`config.mk`:
```
export PLATFORM = sky130hd
export DESIGN_NAME = axi4_wr_arbiter_flat
export DESIGN_NICKNAME = d
export VERILOG_FILES = /design/src/rtl/axi4_wr_arbiter_if.sv /design/src/rtl/axi4_wr_arbiter.sv /design/src/flat_wrapper.sv
export SDC_FILE = /design/constraint.sdc
export NUM_CORES = 1
export LEC_CHECK = 0
export BUFFER_PORTS_ARGS = -buffer_cell sky130_fd_sc_hd__buf_2
export CAP_MARGIN = 25
export CORE_AREA = 2 2 159 161
export CTS_BUF_LIST = sky130_fd_sc_hd__clkbuf_8
export DETAILED_ROUTE_END_ITERATION = 8
export DIE_AREA = 0 0 161 163
export PLACE_DENSITY = 0.35
export SYNTH_ARGS = -nofsm -noshare
export SYNTH_HDL_FRONTEND = slang
export SYNTH_SLANG_ARGS = --single-unit
export TNS_END_PERCENT = 1
```
`constraint.sdc`:
```
create_clock -name clk -period 2.4 [get_ports clk]
set_input_delay 0.36 -clock clk [delete_from_list [all_inputs] [get_ports clk]]
set_output_delay 0.36 -clock clk [all_outputs]
set_load 0.05 [all_outputs]
```
`src/rtl/axi4_wr_arbiter_if.sv`:
```
// Bundle of the requester-side (s_*) and shared master-side (m_*) AXI4 write channels.
// "master" is the arbiter's view; "slave" is the surrounding requesters + downstream port.
interface axi4_wr_arbiter_if #(
    parameter int NUM_PORTS = 2,
    parameter int AWIDTH    = 32,
    parameter int DWIDTH    = 64,
    parameter int IDWIDTH   = 4
);
    localparam int PW   = (NUM_PORTS > 2) ? $clog2(NUM_PORTS) : 1;
    localparam int MIDW = IDWIDTH + PW;

    logic [NUM_PORTS-1:0][IDWIDTH-1:0]  s_awid;
    logic [NUM_PORTS-1:0][AWIDTH-1:0]   s_awaddr;
    logic [NUM_PORTS-1:0][7:0]          s_awlen;
    logic [NUM_PORTS-1:0][2:0]          s_awsize;
    logic [NUM_PORTS-1:0][1:0]          s_awburst;
    logic [NUM_PORTS-1:0]               s_awvalid;
    logic [NUM_PORTS-1:0]               s_awready;
    logic [NUM_PORTS-1:0][DWIDTH-1:0]   s_wdata;
    logic [NUM_PORTS-1:0][DWIDTH/8-1:0] s_wstrb;
    logic [NUM_PORTS-1:0]               s_wlast;
    logic [NUM_PORTS-1:0]               s_wvalid;
    logic [NUM_PORTS-1:0]               s_wready;
    logic [NUM_PORTS-1:0][IDWIDTH-1:0]  s_bid;
    logic [NUM_PORTS-1:0][1:0]          s_bresp;
    logic [NUM_PORTS-1:0]               s_bvalid;
    logic [NUM_PORTS-1:0]               s_bready;

    logic [MIDW-1:0]     m_awid;
    logic [AWIDTH-1:0]   m_awaddr;
    logic [7:0]          m_awlen;
    logic [2:0]          m_awsize;
    logic [1:0]          m_awburst;
    logic                m_awvalid;
    logic                m_awready;
    logic [DWIDTH-1:0]   m_wdata;
    logic [DWIDTH/8-1:0] m_wstrb;
    logic                m_wlast;
    logic                m_wvalid;
    logic                m_wready;
    logic [MIDW-1:0]     m_bid;
    logic [1:0]          m_bresp;
    logic                m_bvalid;
    logic                m_bready;

    modport master (
        input  s_awid, s_awaddr, s_awlen, s_awsize, s_awburst, s_awvalid,
        output s_awready,
        input  s_wdata, s_wstrb, s_wlast, s_wvalid,
        output s_wready,
        output s_bid, s_bresp, s_bvalid,
        input  s_bready,
        output m_awid, m_awaddr, m_awlen, m_awsize, m_awburst, m_awvalid,
        input  m_awready,
        output m_wdata, m_wstrb, m_wlast, m_wvalid,
        input  m_wready,
        input  m_bid, m_bresp, m_bvalid,
        output m_bready
    );

    modport slave (
        output s_awid, s_awaddr, s_awlen, s_awsize, s_awburst, s_awvalid,
        input  s_awready,
        output s_wdata, s_wstrb, s_wlast, s_wvalid,
        input  s_wready,
        input  s_bid, s_bresp, s_bvalid,
        output s_bready,
        input  m_awid, m_awaddr, m_awlen, m_awsize, m_awburst, m_awvalid,
        output m_awready,
        input  m_wdata, m_wstrb, m_wlast, m_wvalid,
        output m_wready,
        output m_bid, m_bresp, m_bvalid,
        input  m_bready
    );
endinterface

```
`src/rtl/axi4_wr_arbiter.sv`:
```
// Round-robin N:1 AXI4 write arbiter; master ID = {port, requester ID}, B routed back by that tag.
// Define AXI4_WR_ARB_LEN_CHECK_EN to build the sticky burst-length checker driving len_err.
module axi4_wr_arbiter #(
    parameter int NUM_PORTS       = 2,
    parameter int AWIDTH          = 32,
    parameter int DWIDTH          = 64,
    parameter int IDWIDTH         = 4,
    parameter int MAX_OUTSTANDING = 8
) (
    input  logic                clk,
    input  logic                reset,
    axi4_wr_arbiter_if.master   bus,
    output logic                len_err
);
    localparam int PW   = (NUM_PORTS > 2) ? $clog2(NUM_PORTS) : 1;
    localparam int MIDW = IDWIDTH + PW;
    localparam int CW   = $clog2(MAX_OUTSTANDING + 1);

    typedef enum logic [1:0] {ST_IDLE, ST_ADDR, ST_DATA} state_t;

    state_t        state, state_nxt;
    logic [PW-1:0] gnt, rr_ptr, sel, cand;
    logic [CW-1:0] out_cnt;
    logic          found, grant;
    logic          aw_hs, w_hs, b_hs;
    logic [PW-1:0] bidx;
    logic          bidx_ok;

    // first requester with awvalid at or above rr_ptr, wrapping
    always_comb begin
        sel   = gnt;
        cand  = '0;
        found = 1'b0;
        for (int k = 0; k < NUM_PORTS; k++) begin
            cand = PW'((int'(rr_ptr) + k) % NUM_PORTS);
            if (!found && bus.s_awvalid[cand]) begin
                sel   = cand;
                found = 1'b1;
            end
        end
    end

    assign grant = (state == ST_IDLE) && found && (out_cnt < CW'(MAX_OUTSTANDING));
    assign aw_hs = bus.m_awvalid && bus.m_awready;
    assign w_hs  = bus.m_wvalid && bus.m_wready;

    always_ff @(posedge clk) begin
        if (reset) state <= ST_IDLE;
        else       state <= state_nxt;
    end

    always_comb begin
        state_nxt = state;
        case (state)
            ST_IDLE: if (grant)                state_nxt = ST_ADDR;
            ST_ADDR: if (aw_hs)                state_nxt = ST_DATA;
            ST_DATA: if (w_hs && bus.m_wlast)  state_nxt = ST_IDLE;
            default:                           state_nxt = ST_IDLE;
        endcase
    end

    always_comb begin
        bus.m_awid    = {gnt, bus.s_awid[gnt]};
        bus.m_awaddr  = bus.s_awaddr[gnt];
        bus.m_awlen   = bus.s_awlen[gnt];
        bus.m_awsize  = bus.s_awsize[gnt];
        bus.m_awburst = bus.s_awburst[gnt];
        bus.m_awvalid = 1'b0;
        bus.s_awready = '0;
        bus.m_wdata   = bus.s_wdata[gnt];
        bus.m_wstrb   = bus.s_wstrb[gnt];
        bus.m_wlast   = bus.s_wlast[gnt];
        bus.m_wvalid  = 1'b0;
        bus.s_wready  = '0;
        if (state == ST_ADDR) begin
            bus.m_awvalid      = bus.s_awvalid[gnt];
            bus.s_awready[gnt] = bus.m_awready;
        end
        // early W from any requester stalls here until its own data phase
        if (state == ST_DATA) begin
            bus.m_wvalid      = bus.s_wvalid[gnt];
            bus.s_wready[gnt] = bus.m_wready;
        end
    end

    always_ff @(posedge clk) begin
        if (reset) begin
            gnt    <= '0;
            rr_ptr <= '0;
        end else if (grant) begin
            gnt    <= sel;
            rr_ptr <= (sel == PW'(NUM_PORTS - 1)) ? '0 : sel + PW'(1);
        end
    end

    // B path: purely combinational demux on the port tag in the top ID bits
    assign bidx    = bus.m_bid[MIDW-1 -: PW];
    assign bidx_ok = int'(bidx) < NUM_PORTS;

    always_comb begin
        bus.s_bvalid = '0;
        bus.s_bid    = '0;
        bus.s_bresp  = '0;
        bus.m_bready = 1'b1;
        if (bidx_ok) begin
            bus.s_bvalid[bidx] = bus.m_bvalid;
            bus.s_bid[bidx]    = bus.m_bid[IDWIDTH-1:0];
            bus.s_bresp[bidx]  = bus.m_bresp;
            bus.m_bready       = bus.s_bready[bidx];
        end
    end

    // stray responses (bad tag, nothing outstanding) never move the counter
    assign b_hs = bus.m_bvalid && bus.m_bready && bidx_ok && (out_cnt != '0);

    always_ff @(posedge clk) begin
        if (reset)               out_cnt <= '0;
        else if (aw_hs && !b_hs) out_cnt <= out_cnt + CW'(1);
        else if (b_hs && !aw_hs) out_cnt <= out_cnt - CW'(1);
    end

`ifdef AXI4_WR_ARB_LEN_CHECK_EN
    logic [7:0] beat_cnt, cur_len;

    always_ff @(posedge clk) begin
        if (reset) begin
            beat_cnt <= '0;
            cur_len  <= '0;
            len_err  <= 1'b0;
        end else begin
            if (aw_hs) begin
                beat_cnt <= '0;
                cur_len  <= bus.m_awlen;
            end else if (w_hs) begin
                beat_cnt <= beat_cnt + 8'd1;
            end
            if (w_hs && ((bus.m_wlast && beat_cnt != cur_len) ||
                         (!bus.m_wlast && beat_cnt == cur_len)))
                len_err <= 1'b1;
        end
    end
`else
    assign len_err = 1'b0;
`endif

endmodule

```
`src/flat_wrapper.sv`:
```
// flat-port wrapper written by rule: the top's interface ports become plain ports
module axi4_wr_arbiter_flat 
#(
    parameter int NUM_PORTS       = 2,
    parameter int AWIDTH          = 32,
    parameter int DWIDTH          = 64,
    parameter int IDWIDTH         = 4,
    parameter int MAX_OUTSTANDING = 8
)
  (clk, reset, len_err, bus_s_awid, bus_s_awaddr, bus_s_awlen, bus_s_awsize, bus_s_awburst, bus_s_awvalid, bus_s_awready, bus_s_wdata, bus_s_wstrb, bus_s_wlast, bus_s_wvalid, bus_s_wready, bus_s_bid, bus_s_bresp, bus_s_bvalid, bus_s_bready, bus_m_awid, bus_m_awaddr, bus_m_awlen, bus_m_awsize, bus_m_awburst, bus_m_awvalid, bus_m_awready, bus_m_wdata, bus_m_wstrb, bus_m_wlast, bus_m_wvalid, bus_m_wready, bus_m_bid, bus_m_bresp, bus_m_bvalid, bus_m_bready);
  axi4_wr_arbiter_if #(.NUM_PORTS(NUM_PORTS), .AWIDTH(AWIDTH), .DWIDTH(DWIDTH), .IDWIDTH(IDWIDTH)) bus_i ();
  input  logic clk;
  input  logic reset;
  output logic len_err;
  input wire logic [$bits(bus_i.s_awid)-1:0] bus_s_awid;
  input wire logic [$bits(bus_i.s_awaddr)-1:0] bus_s_awaddr;
  input wire logic [$bits(bus_i.s_awlen)-1:0] bus_s_awlen;
  input wire logic [$bits(bus_i.s_awsize)-1:0] bus_s_awsize;
  input wire logic [$bits(bus_i.s_awburst)-1:0] bus_s_awburst;
  input wire logic [$bits(bus_i.s_awvalid)-1:0] bus_s_awvalid;
  output wire logic [$bits(bus_i.s_awready)-1:0] bus_s_awready;
  input wire logic [$bits(bus_i.s_wdata)-1:0] bus_s_wdata;
  input wire logic [$bits(bus_i.s_wstrb)-1:0] bus_s_wstrb;
  input wire logic [$bits(bus_i.s_wlast)-1:0] bus_s_wlast;
  input wire logic [$bits(bus_i.s_wvalid)-1:0] bus_s_wvalid;
  output wire logic [$bits(bus_i.s_wready)-1:0] bus_s_wready;
  output wire logic [$bits(bus_i.s_bid)-1:0] bus_s_bid;
  output wire logic [$bits(bus_i.s_bresp)-1:0] bus_s_bresp;
  output wire logic [$bits(bus_i.s_bvalid)-1:0] bus_s_bvalid;
  input wire logic [$bits(bus_i.s_bready)-1:0] bus_s_bready;
  output wire logic [$bits(bus_i.m_awid)-1:0] bus_m_awid;
  output wire logic [$bits(bus_i.m_awaddr)-1:0] bus_m_awaddr;
  output wire logic [$bits(bus_i.m_awlen)-1:0] bus_m_awlen;
  output wire logic [$bits(bus_i.m_awsize)-1:0] bus_m_awsize;
  output wire logic [$bits(bus_i.m_awburst)-1:0] bus_m_awburst;
  output wire logic [$bits(bus_i.m_awvalid)-1:0] bus_m_awvalid;
  input wire logic [$bits(bus_i.m_awready)-1:0] bus_m_awready;
  output wire logic [$bits(bus_i.m_wdata)-1:0] bus_m_wdata;
  output wire logic [$bits(bus_i.m_wstrb)-1:0] bus_m_wstrb;
  output wire logic [$bits(bus_i.m_wlast)-1:0] bus_m_wlast;
  output wire logic [$bits(bus_i.m_wvalid)-1:0] bus_m_wvalid;
  input wire logic [$bits(bus_i.m_wready)-1:0] bus_m_wready;
  input wire logic [$bits(bus_i.m_bid)-1:0] bus_m_bid;
  input wire logic [$bits(bus_i.m_bresp)-1:0] bus_m_bresp;
  input wire logic [$bits(bus_i.m_bvalid)-1:0] bus_m_bvalid;
  output wire logic [$bits(bus_i.m_bready)-1:0] bus_m_bready;
  assign bus_i.s_awid = bus_s_awid;
  assign bus_i.s_awaddr = bus_s_awaddr;
  assign bus_i.s_awlen = bus_s_awlen;
  assign bus_i.s_awsize = bus_s_awsize;
  assign bus_i.s_awburst = bus_s_awburst;
  assign bus_i.s_awvalid = bus_s_awvalid;
  assign bus_s_awready = bus_i.s_awready;
  assign bus_i.s_wdata = bus_s_wdata;
  assign bus_i.s_wstrb = bus_s_wstrb;
  assign bus_i.s_wlast = bus_s_wlast;
  assign bus_i.s_wvalid = bus_s_wvalid;
  assign bus_s_wready = bus_i.s_wready;
  assign bus_s_bid = bus_i.s_bid;
  assign bus_s_bresp = bus_i.s_bresp;
  assign bus_s_bvalid = bus_i.s_bvalid;
  assign bus_i.s_bready = bus_s_bready;
  assign bus_m_awid = bus_i.m_awid;
  assign bus_m_awaddr = bus_i.m_awaddr;
  assign bus_m_awlen = bus_i.m_awlen;
  assign bus_m_awsize = bus_i.m_awsize;
  assign bus_m_awburst = bus_i.m_awburst;
  assign bus_m_awvalid = bus_i.m_awvalid;
  assign bus_i.m_awready = bus_m_awready;
  assign bus_m_wdata = bus_i.m_wdata;
  assign bus_m_wstrb = bus_i.m_wstrb;
  assign bus_m_wlast = bus_i.m_wlast;
  assign bus_m_wvalid = bus_i.m_wvalid;
  assign bus_i.m_wready = bus_m_wready;
  assign bus_i.m_bid = bus_m_bid;
  assign bus_i.m_bresp = bus_m_bresp;
  assign bus_i.m_bvalid = bus_m_bvalid;
  assign bus_m_bready = bus_i.m_bready;
  axi4_wr_arbiter #(.NUM_PORTS(NUM_PORTS), .AWIDTH(AWIDTH), .DWIDTH(DWIDTH), .IDWIDTH(IDWIDTH), .MAX_OUTSTANDING(MAX_OUTSTANDING)) u_core (.clk(clk), .reset(reset), .bus(bus_i), .len_err(len_err));
endmodule
```
Word level (Yosys, flattened, before mapping)
Cells that the tools add are included.
{"block": "totals", "reg_bits": 8, "output_inout_bits": 145, "elab_cells": 93}
{"block": "op_classes", "n_addsub": 4, "magnitude_cmp": 7, "eq_ne": 5, "mux": 49, "bitwise": 5, "n_reduce_logical": 19}
{"op": "2-to-1 mux 64 bit", "n": 2}
{"op": "2-to-1 mux 32 bit", "n": 2}
{"op": "2-to-1 mux 8 bit", "n": 4}
{"op": "2-to-1 mux 1 bit", "n": 21}
{"op": "2-to-1 mux 4 bit", "n": 5}
{"op": "2-to-1 mux 2 bit", "n": 8}
{"op": "logical AND 1 bit", "n": 12}
{"op": "AND 8 bit", "n": 1}
{"op": "less-than comparator 1 x 2 -> 1 bit (second input constant)", "n": 4}
{"op": "AND 2 bit", "n": 3}
{"op": "2-to-1 mux 3 bit", "n": 2}
{"op": "inequality test 2 x 1 -> 1 bit (second input constant)", "n": 3}
{"op": "one-hot mux 2 bit (3 select lines)", "n": 1}
{"op": "adder 4 x 1 -> 4 bit (second input constant)", "n": 1}
{"op": "AND 4 bit", "n": 1}
{"op": "demux 4 bit (select 1 bit)", "n": 1}
{"op": "less-than comparator 4 bit (second input constant)", "n": 1}
{"op": "nonzero test 4 bit", "n": 1}
{"op": "subtractor 4 x 1 -> 4 bit (second input constant)", "n": 1}
{"op": "zero test 1 bit", "n": 3}
{"op": "AND reduction 3 bit", "n": 1}
{"op": "adder 1 bit (second input constant)", "n": 2}
{"op": "demux 1 bit (select 1 bit)", "n": 2}
{"op": "demux 2 bit (select 1 bit)", "n": 1}
{"op": "other kinds (5)", "n": 6}

Longest topological paths before layout
{"block": "depth", "depth_word": 10, "depth_mapped": 9, "depth_no_buf": 9}

Worst setup path before layout
OpenSTA, ideal clock, no wires.
{"block": "synth_path", "path_type": "input port to flip-flop", "start": "input port bus_m_bid[4]", "end": "register u_core.out_cnt[3]", "setup_time_ns": 0.123, "arrival_time_ns": 2.239, "slack_ns": 0.038, "stages": 9, "cell_sequence": "mux2_2 nand3_1 ha_1 inv_1 ha_1 a21oi_1 a211oi_1 a31oi_1 mux2_1"}
{"block": "synth_via", "elab_chain_cells": 7, "elab_cells_between_ends": 9, "cone_classes": "mux: 3; reduce/logical: 6"}
{"element": "start, declared", "line_no": "flat_wrapper.sv:43", "text": "input wire logic [$bits(bus_i.m_bid)-1:0] bus_m_bid;"}
{"element": "2-to-1 mux 1 bit (not written as such) (*) (2 in a row)", "line_no": "axi4_wr_arbiter.sv:109", "text": "bus.m_bready = bus.s_bready[bidx];"}
{"element": "logical AND 1 bit (*) (2 in a row)", "line_no": "axi4_wr_arbiter.sv:114", "text": "assign b_hs = bus.m_bvalid && bus.m_bready && bidx_ok && (out_cnt != '0);"}
{"element": "zero test 1 bit", "line_no": "axi4_wr_arbiter.sv:118", "text": "else if (aw_hs && !b_hs) out_cnt <= out_cnt + CW'(1);"}
{"element": "logical AND 1 bit", "line_no": "axi4_wr_arbiter.sv:118"}
{"element": "2-to-1 mux 4 bit or nonzero test 2 bit (tied branches)"}
{"element": "end signal, assigned", "line_no": "axi4_wr_arbiter.sv:118"}
{"element": "end signal, assigned", "line_no": "axi4_wr_arbiter.sv:119", "text": "else if (b_hs && !aw_hs) out_cnt <= out_cnt - CW'(1);"}
{"element": "end, declared", "line_no": "axi4_wr_arbiter.sv:23", "text": "logic [CW-1:0] out_cnt;"}
Every way passes the cells marked *; elsewhere a longest branch is shown, timed or not. The select of a mux whose other input is x is not followed.
A chain may end at the register's enable or synchronous reset.

Worst setup path after layout
{"block": "layout_path", "start": "register u_core.gnt", "end": "output port bus_m_wvalid"}
{"block": "layout_via", "elab_chain_cells": 3}
{"element": "start, declared", "line_no": "axi4_wr_arbiter.sv:22", "text": "logic [PW-1:0] gnt, rr_ptr, sel, cand;"}
{"element": "start signal, assigned", "line_no": "axi4_wr_arbiter.sv:91", "text": "gnt <= sel;"}
{"element": "2-to-1 mux 1 bit (not written as such) (2 in a row)", "line_no": "axi4_wr_arbiter.sv:81", "text": "bus.m_wvalid = bus.s_wvalid[gnt];"}
{"element": "2-to-1 mux 1 bit", "line_no": "axi4_wr_arbiter.sv:80", "text": "if (state == ST_DATA) begin"}
{"element": "end, declared", "line_no": "flat_wrapper.sv:41", "text": "output wire logic [$bits(bus_i.m_wvalid)-1:0] bus_m_wvalid;"}
Every way passes these cells. The select of a mux whose other input is x is not followed.

==> summary.md <==
| Metric | Value |
|---|---|
| Via count | 3,228 |
| Final Critical Period | 2.36 ns |
| Worst path arrival time | 2.00 ns |
| Final worst-path cycle share | around 98% |
| FF-to-FF path depth | 9 |
| Req. time, crit path | 2.04 ns |
| Syn Inst Count | between 200 and 250 |
| I/O pin count | between 400 and 500 |
| Gr usage total | 8.94% |
| Critical path depth in cells | 4 |
| Die Height | 163 um |
| Logic pwr share | 87.7% |
| Top Family by Delay on Critical Path | buffers and inverters |
| RSZ-0062 raised after global routing | no |
| CTS clk-pin slew, worst paths | 0.05 ns |
| Clock power share | approximately 5.4% |
| Area leader, netlist | mux2_2 |
| Synthesis Warnings | 0 |
| Worst vdd ir | 329 uV |
| # Post-CTS Setup Buffers | 0 |
| Die area | 26,200 um2 |
| RePlAce Congestion | between 0.7 and 0.8 |
| Fraction of final layout cells sized beyond drive strength 1 | 89.3% |
| Post-place setup slack | -0.0625 ns |
| Final WS setup | 0.0371 ns |
| Num CTS Buffers | 3 |
| Largest stage delay on the critical path | between 0.4 and 0.5 ns |
| Setup tns final | 0 ns |
| Sequential-to-total area share from yosys stat | 7.55% |
| Commonest non-fill, non-tap cell in the layout | buf_2 |
| Worst relative slew slack | about 46% |
| NetSw | ~0.0020 W |
| Max Buffers Root-to-Sink | 2 |
| Synth unique cells | 35 |
| Crit-path cells | buf_12 -> mux2_1 -> nor2b_1 -> buf_2 |
| Min-Delay Path Class | in -> reg |
| Buf+Inv Stages, Crit Path | 2 |
| Nets | 881 |
| Post-Route Skew | 0.000551 ns |
| Max-Cap Viols | 0 |
| Filler cell count | around 2.8k |
| Clk_lat worst skew | approximately 0.23 ns |
| Critical path capture point type | output pin |
| Slew Limit Fails | 0 |
| Leading cell types in the layout, fill and taps excluded | buf_2, mux2_2, nor2_1 |
| Final HPWL DP | approximately 12 mm |
| CTS Hold Buffers Added | 0 |
| Crit-path max FO | 128 |
| Post-synth top area share | 64.8% |
| Setup Viol. Count Final | 0 |
| Sw frac | 61.1% |
| First-pass DRT Iterations | 4 |
| Core area | 24,700 um2 |
| Max Freq | 0.423 GHz |
| Mapped Nets | 482 |
| Starting Density | around 8.6% |
| Largest net degree at the start of global routing | 129 |
| Synthesized flop and latch total | 8 |
| Tightest Pin Transition | 0.810 ns |
| Vias in the first global route | 3,219 |
| Synth Area per Inst | 9.82 um2 |
| DIE WIDTH | 161 um |
| Antenna-violating nets left | 0 |
| First-pass GRT wire length | roughly 18 mm |
| Syn-to-layout area delta | 115% |
| DR iter-0 viols | 52 |
| Synth Cell Area | 2120 um2 |
| Via/cell ratio | approximately 3.4 |
| Max stage delay cell, worst path | mux2_1 |
| CP Class | reg -> out |
| Critical path launch point type | flip-flop |
| Clock root buffer | clkbuf_8 |
| Int Power | 0.00126 W |
| Static Leak | 2.37 nW |
| Final hold vios | 0 |
| Row cnt | 58 |
| Drt wl/cell | 14.1 um |
| Initial antenna violation count | 1 |
| Outcome | completed |
| H-tree levels | 1 |
| Clk sinks | 8 |
| Top post-synthesis cells by area | mux2_2, dfxtp_1, buf_6 |
| GR Overflow Total | 0 |
| CTS tree | done |
| DRC | 0 |
| Seq pwr share | slightly below 7% |
| PortBufs | 405 |
| Cell area power density | 709 nW/um2 |
| Cell count of the worst hold path | 2 |
| Total Wirelength | 13.3 mm |
final cells by class:
cell class                      instances  area, um2  area share, %
Timing Repair Buffer                  413       2100           46.0
Inverter                                3       11.3          0.247
Antenna cell                            1       2.50         0.0549
Sequential cell                         8        165           3.62
Multi-Input combinational cell        186       1820           40.0
Clock inverter                          1       3.75         0.0823
Clock buffer                            3       41.3          0.905
Tap cell                              330        413           9.05
power by group through the flow:
stage / logic [W] / registers [W] / clock network [W]
3_3_place_gp: 0.00286 / 0.000223 / 0
3_5_place_dp: 0.00284 / 0.000222 / 0
4_1_cts: 0.00287 / 0.000223 / 0.000184
2_1_floorplan: 0.00217 / 0.000220 / 0
6_report: 0.00283 / 0.000224 / 0.000174
5_1_grt: 0.00300 / 0.000234 / 0.000190
logic make-up (layout without fill, tap and decap cells):
logic type | after synthesis | after routing | share of synthesized area (%)
adder cells (fa/ha/maj) | 4 | 4 | 2.71
XOR/XNOR | 2 | 2 | 0.826
AND/OR/NAND/NOR | 43 | 43 | 11.0
AO/OA/AOI/OAI | 9 | 9 | 2.71
buffers and inverters | 22 | 420 | 7.32
multiplexers | 127 | 127 | 67.7
other | 1 | 2 | 0.177
flip-flops | 8 | 8 | 7.55
flip-flops by register name, indices dropped and copies added, names as in the netlist:
name / count
u_core.gnt: 1
u_core.out_cnt: 4
u_core.rr_ptr: 1
u_core.state: 2
cells in the mapped netlist:
library cell / instances
nor2_2: 1
xnor2_1: 1
buf_2: 7
nor2_1: 11
mux2i_1: 1
fa_1: 1
buf_4: 3
nand2_1: 3
a21oi_2: 1
inv_1: 3
or2_0: 1
xor2_1: 1
mux2_2: 122
nor3_1: 3
or3b_1: 1
a2bb2oi_1: 1
mux2i_2: 1
dfxtp_1: 8
nor2b_1: 10
a211oi_1: 1
mux2_1: 2
or4_1: 1
nor3b_1: 1
clkbuf_1: 2
o21ai_0: 1
nand3_1: 2
nand3b_1: 1
a21oi_1: 3
ha_1: 3
nand2b_1: 1
mux2_4: 1
a31oi_1: 2
and2_1: 7
buf_6: 7
conb_1: 1
metrics by stage:
stage	hold slack, ns	util, %	total power [W]	std cells	area, um2
CTS	0.412	18.5	0.00328	944	4550
detailed placement	0.482	18.2	0.00307	940	4490
finish	0.421	18.5	0.00323	945	4560
global route	0.421	18.5	0.00343	945	4560
global placement	0.472	18.2	0.00308	940	4490
floorplan	0.440	-	0.00239	216	2120
final timing paths:
check	slack, ns	from	end
min	0.42	reset	u_core.state[0]
max reg2reg	0.10	u_core.out_cnt[1]	u_core.out_cnt[3]
max	0.04	u_core.gnt	bus_m_wvalid
min reg2reg	0.49	u_core.rr_ptr	u_core.rr_ptr
per-layer routing:
layer	share of wire, %	track usage [%]
met5	0	0
met4	2.6	2.52
met3	12	2.98
met2	54	18.9
met1	31	7.88
repair_timing:
| item | in CTS | in global routing |
|---|---|---|
| endpoints found under the setup margin | 1 | 2 |
| pin swaps | 0 | 1 |
| gates resized for setup | 2 | 3 |
Power figures use the tool's default switching activity.
